$ cat config.mk
export PLATFORM = sky130hd
export DESIGN_NAME = div_mon
export DESIGN_NICKNAME = d
export VERILOG_FILES = /design/src/rtl/div_mon_pkg.sv /design/src/rtl/div_mon_sync_edge.sv /design/src/rtl/div_mon.sv
export SDC_FILE = /design/constraint.sdc
export NUM_CORES = 1
export LEC_CHECK = 0
export BUFFER_PORTS_ARGS = -buffer_cell sky130_fd_sc_hd__buf_2
export CAP_MARGIN = 5
export CORE_MARGIN = 5
export CORE_UTILIZATION = 52
export DETAILED_ROUTE_END_ITERATION = 12
export PLACE_DENSITY = 0.83
export SKIP_CTS_REPAIR_TIMING = 1
export SYNTH_ARGS = -nofsm -noshare
export SYNTH_HDL_FRONTEND = slang
export SYNTH_HIERARCHICAL = 1
export SYNTH_SLANG_ARGS = --single-unit
export TNS_END_PERCENT = 1
$ cat constraint.sdc
create_clock -name clk -period 2.1 [get_ports clk]
set_input_delay 0.42 -clock clk [delete_from_list [all_inputs] [get_ports clk]]
set_output_delay 0.42 -clock clk [all_outputs]
set_load 0.1 [all_outputs]
$ cat src/rtl/div_mon_pkg.sv
// Shared types and constants for the divider-chain rate monitor.
package div_mon_pkg;

  typedef enum logic [1:0] {
    IDLE = 2'd0,
    ARM  = 2'd1,
    GATE = 2'd2,
    DONE = 2'd3
  } state_t;

  localparam int NUM_CH = 5;

  localparam logic [2:0] CH_DIV2  = 3'd0;
  localparam logic [2:0] CH_DIV4  = 3'd1;
  localparam logic [2:0] CH_DIV8  = 3'd2;
  localparam logic [2:0] CH_DIV16 = 3'd3;
  localparam logic [2:0] CH_Y     = 3'd4;

  // Ideal rising-edge count of a channel over a gate window; Y = div2&div8
  // produces two rising edges per div8 period, i.e. the div4 rate.
  function automatic int expected_count(input logic [2:0] ch, input int gate);
    case (ch)
      CH_DIV2:  return gate / 2;
      CH_DIV4:  return gate / 4;
      CH_DIV8:  return gate / 8;
      CH_DIV16: return gate / 16;
      CH_Y:     return gate / 4;
      default:  return 0;
    endcase
  endfunction

endpackage

$ cat src/rtl/div_mon_sync_edge.sv
// Two-flop synchronizer followed by a rising-edge detector for one divider tap.
module div_mon_sync_edge (
  input  logic clk,
  input  logic reset,
  input  logic d,
  output logic pulse
);

  logic meta_q, sync_q, prev_q;

  always_ff @(posedge clk) begin
    if (reset) begin
      meta_q <= 1'b0;
      sync_q <= 1'b0;
      prev_q <= 1'b0;
    end else begin
      meta_q <= d;
      sync_q <= meta_q;
      prev_q <= sync_q;
    end
  end

  assign pulse = sync_q & ~prev_q;

endmodule

$ cat src/rtl/div_mon.sv
// Rate monitor for the ripple divider: counts edges of one tap over a gate window.
// Optional feature macro: DIV_MON_EXPECT_CHECK_EN (ideal-ratio compare + sticky error).
module div_mon
  import div_mon_pkg::*;
#(
  parameter int GATE_CYCLES = 256,
  parameter int CNT_W       = 9,
  parameter int TOL         = 1
) (
  input  logic             clk,
  input  logic             reset,
  input  logic [4:0]       div_in,
  input  logic [2:0]       sel,
  input  logic             start,
  input  logic             clr_err,
  output logic             busy,
  output logic             result_valid,
  output logic [CNT_W-1:0] result,
  output logic             mismatch,
  output logic             err_sticky
);

  localparam int TW = $clog2(GATE_CYCLES);

  state_t           state;
  logic [TW-1:0]    timer;
  logic [2:0]       sel_q;
  logic [CNT_W-1:0] count, count_nxt;
  logic [NUM_CH-1:0] edge_det;
  logic [7:0]       edge_ext;
  logic             edge_sel;
  logic             gate_last;

  for (genvar i = 0; i < NUM_CH; i++) begin : g_ch
    div_mon_sync_edge u_sync (
      .clk   (clk),
      .reset (reset),
      .d     (div_in[i]),
      .pulse (edge_det[i])
    );
  end

  // Selects 5-7 map onto the zero-extended bits, so counting is disabled there.
  assign edge_ext  = {{(8-NUM_CH){1'b0}}, edge_det};
  assign edge_sel  = edge_ext[sel_q];
  assign gate_last = (state == GATE) && (timer == TW'(GATE_CYCLES - 1));

  always_comb begin
    count_nxt = count;
    if (edge_sel && (count != '1)) count_nxt = count + 1'b1;
  end

  always_ff @(posedge clk) begin
    if (reset) begin
      state        <= IDLE;
      timer        <= '0;
      sel_q        <= '0;
      count        <= '0;
      busy         <= 1'b0;
      result_valid <= 1'b0;
      result       <= '0;
    end else begin
      case (state)
        IDLE: begin
          result_valid <= 1'b0;
          if (start) begin
            sel_q <= sel;
            count <= '0;
            timer <= '0;
            busy  <= 1'b1;
            state <= ARM;
          end
        end
        ARM: begin
          // Two settle cycles before the gate opens.
          if (timer == TW'(1)) begin
            timer <= '0;
            state <= GATE;
          end else begin
            timer <= timer + 1'b1;
          end
        end
        GATE: begin
          count <= count_nxt;
          timer <= timer + 1'b1;
          if (gate_last) begin
            // Include a pulse seen on the final gate cycle.
            result       <= count_nxt;
            result_valid <= 1'b1;
            state        <= DONE;
          end
        end
        DONE: begin
          result_valid <= 1'b0;
          busy         <= 1'b0;
          state        <= IDLE;
        end
        default: state <= IDLE;
      endcase
    end
  end

`ifdef DIV_MON_EXPECT_CHECK_EN
  logic [CNT_W:0] exp_cnt, res_ext, diff;
  logic           mm_nxt;

  always_comb begin
    exp_cnt = (CNT_W+1)'(expected_count(sel_q, GATE_CYCLES));
    res_ext = {1'b0, count_nxt};
    diff    = (res_ext >= exp_cnt) ? (res_ext - exp_cnt) : (exp_cnt - res_ext);
    mm_nxt  = (sel_q > CH_Y) || (diff > (CNT_W+1)'(TOL));
  end

  always_ff @(posedge clk) begin
    if (reset) begin
      mismatch   <= 1'b0;
      err_sticky <= 1'b0;
    end else begin
      if (gate_last) mismatch <= mm_nxt;
      // Set after clear so a coincident mismatch wins.
      if (clr_err) err_sticky <= 1'b0;
      if ((state == DONE) && mismatch) err_sticky <= 1'b1;
    end
  end
`else
  logic unused_cfg;
  assign unused_cfg = clr_err ^ (TOL != 0);
  assign mismatch   = 1'b0;
  assign err_sticky = 1'b0;
`endif

endmodule

==> flow_metrics.py <==
metrics = {
    "worst_setup_path": {
        "cp.required_ns": 2.33,
        "crit_start": "count[0]",
        "startpoint_type": "flop",
        "crit_arrival_ns": 2.27,
        "path_class": "reg -> reg",
        "r2r_start": "count[0]",
        "end_kind": "flop",
        "critPathMaxFanout": 8,
    },
    "synth": {
        "synth_area_sq_um": 2230,
        "synth-compound-area-share_pct": 16.0,
        "yosys.area_share.simple_pct": 24.7,
        "synth-main-ff-cell": "dfxtp_1",
        "synth-adder-area-share_pct": 4.50,
        "synth_top_family_by_area": "simple AND/OR/NAND/NOR gates",
        "synth_enable_flop_cells": 0,
        "synth.avg_cell_area_sq_um": 9.12,
        "muxShareOfSynthArea_pct": 3.04,
        "ys_ff_latch": 48,
        "yosys_warnings": 6,
        "synth_cell_types": 46,
        "synthArstFlopShare_pct": 0,
        "synth_xor_area_share_pct": 5.12,
        "synth-seq-area-share_pct": 43.2,
        "syn_inst": 244,
    },
    "power": {
        "leakagePower_uw": 0.000942,
        "power_density_nw_per_um2": 864,
        "ir_drop_uv": 672,
    },
    "placed_design": {
        "dpl.hpwl_um": 2870,
        "dp_slack_ns": 0.0139,
        "port_buffers": 21,
        "placed_cell_area_sq_um": 2450,
        "gp_congestion": 0.808,
        "dp.cells": 320,
    },
    "route": {
        "dr.first_iter.drc_count": 95,
        "drtPass1Iterations": 4,
        "via_per_inst": 5.32,
        "vias": 1746,
        "route.detailed.drc": 0,
        "wire_per_inst_um": 12.8,
        "wirelength_um": 4190,
        "ant_nets": 0,
    },
    "timing": {
        "max_clock_freq_mhz": 489,
        "holdWs_ns": 0.318,
        "rsz0062_at_grt": "true",
        "hold_violations": 0,
        "drv_slew": 0,
        "setup_viol": 0,
        "period_share_pct": 97.4,
        "finalCriticalPeriod_ns": 2.05,
        "worst_slack_ns": 0.0548,
        "final.setup_skew_ns": 0.00742,
    },
    "layout": {
        "syn_to_final_growth_pct": 17.3,
        "nets": 297,
        "fin_area_sq_um": 2610,
        "fill_cells": 345,
        "instances_no_fill": 328,
        "drive_gt1_share_pct": 24.5,
        "antenna-diode-count": 0,
    },
    "run": {
        "max_cap_violations": 0,
    },
    "clocking": {
        "clock_sinks": 48,
        "cts_tree": "built",
        "htree_levels": 2,
        "clock_latency_ns": 0.30,
        "clk_pin_slew_worst_paths_ns": 0.10,
        "clk_path_buf_depth": 2,
        "cts_buffers": 5,
        "cts_root_buf": "clkbuf_8",
    },
    "die": {
        "die_h_um": 75.4,
        "rows": 23,
        "die_w_um": 75.4,
        "coreArea_sq_um": 4090,
        "io_pins": 25,
        "initial_core_util_pct": 54.5,
        "dieArea_sq_um": 5690,
    },
    "grt": {
        "grt_overflow": 0,
        "grt_util_all_layers_pct": 16.5,
        "grt_pass1_vias": 1614,
        "grt_pass1_wl_um": 7230,
        "antenna_found_initial": 0,
        "grt_max_degree": 22,
    },
    "run_status": {
        "status": "completed",
    },
    "worst_hold_path": {
        "min_from": "div_in[1]",
        "hold_class": "in -> reg",
    },
}
==> cell usage in the layout (no fill, tap or decap), types with 3 or more instances in the layout <==
cell type  instances
nor2b_1           17
a311oi_1           5
a211oi_1           5
dfxtp_1           46
o21ai_0            4
nor2b_2            5
nand3b_1           3
mux2i_1            3
buf_4             12
nand2_1           26
nor2_1            25
xnor2_1           11
nand2b_1           3
a21oi_1           12
a211oi_2           3
ha_1               6
clkbuf_8           5
inv_1              4
a31oi_1            4
nor3_1             3
buf_2             21
nand3_1           11
nand4_1            3
==> critical path, stage by stage, from the launching register on <==
cell	delay, ns
dfxtp_2	0.35
ha_4	0.16
nand3_2	0.07
nor2_2	0.04
ha_2	0.19
or4_1	0.41
buf_6	0.17
a211oi_2	0.26
xnor2_1	0.12
a211oi_2	0.20
==> per-layer routing <==
metal / routed length, um / global-route usage (%) / vias up
met1: 1970 / 21.5 / 801
met3: 188 / 4.75 / 6
met2: 1970 / 25.9 / 29
li1: - / - / 910
met5: 0 / 0 / -
met4: 68 / 6.41 / 0
==> worst paths after layout <==
| path | endpoint | slack (ns) | cells after the start |
|---|---|---|---|
| max | result[7] | 0.05 | 9 |
| min | g_ch[1].u_sync/meta_q | 0.32 | 2 |
| max reg2reg | result[7] | 0.05 | 9 |
| min reg2reg | g_ch[3].u_sync/sync_q | 0.44 | 1 |
==> area by class of cell <==
cell class	instances	area [sq um]	share of cell area [%]
Clock inverter	3	47.5	1.82
Multi-Input combinational cell	183	1240	47.3
Inverter	4	15.0	0.575
Timing Repair Buffer	35	218	8.34
Clock buffer	5	68.8	2.64
Tap cell	50	62.6	2.40
Sequential cell	48	963	36.9
==> cell usage after synthesis, drive strengths merged, types with 3 or more instances <==
cell | count | area (sq um)
dfxtp | 48 | 961
nand2 | 26 | 97.6
nor2 | 26 | 97.6
nor2b | 22 | 150
a21oi | 13 | 65.1
nand3 | 12 | 60.1
xnor2 | 11 | 96.3
a211oi | 10 | 108
ha | 8 | 100
buf | 6 | 42.5
o21ai | 6 | 30.0
a311oi | 5 | 43.8
nor3 | 5 | 30.0
a31oi | 4 | 25.0
clkbuf | 4 | 15.0
inv | 4 | 15.0
mux2 | 3 | 37.5
mux2i | 3 | 30.0
nand2b | 3 | 18.8
nand3b | 3 | 22.5
nand4 | 3 | 18.8
==> per-stage QoR <==
step	util (%)	setup TNS (ns)	total power, uW
2_1_floorplan	-	0	1450
3_3_place_gp	60.1	0	1570
3_5_place_dp	60.1	0	1580
4_1_cts	62.9	-0.0358	2260
5_1_grt	63.9	-0.106	2390
6_report	63.9	0	2260
==> registers in the layout, summed over array words and instances (netlist names) <==
register	count
result_valid	1
sel_q	3
result	9
count	9
g_ch.u_sync/meta_q	5
g_ch.u_sync/sync_q	5
busy	1
g_ch.u_sync/prev_q	5
state	2
timer	8
==> where the power goes <==
group          internal (uW)  switching, uW  leakage [uW]
Sequential               959           41.3      0.000391
Combinational            194            376      0.000493
Clock                    359            327     0.0000583
Total                   1510            744      0.000942
==> kinds of logic (layout without fill, tap and decap cells) <==
family                     count (synthesis)  count (layout)
xor gates and xnor gates                  13              13
DFF                                       48              48
muxes                                      6               6
other                                      1               2
adders and majority gates                  8               8
buffers and inverters                     14              47
and+or+nand+nor                          108             108
AOI/OAI and AO/OA                         46              46
Note: power is estimated with default switching activity, not from simulation.
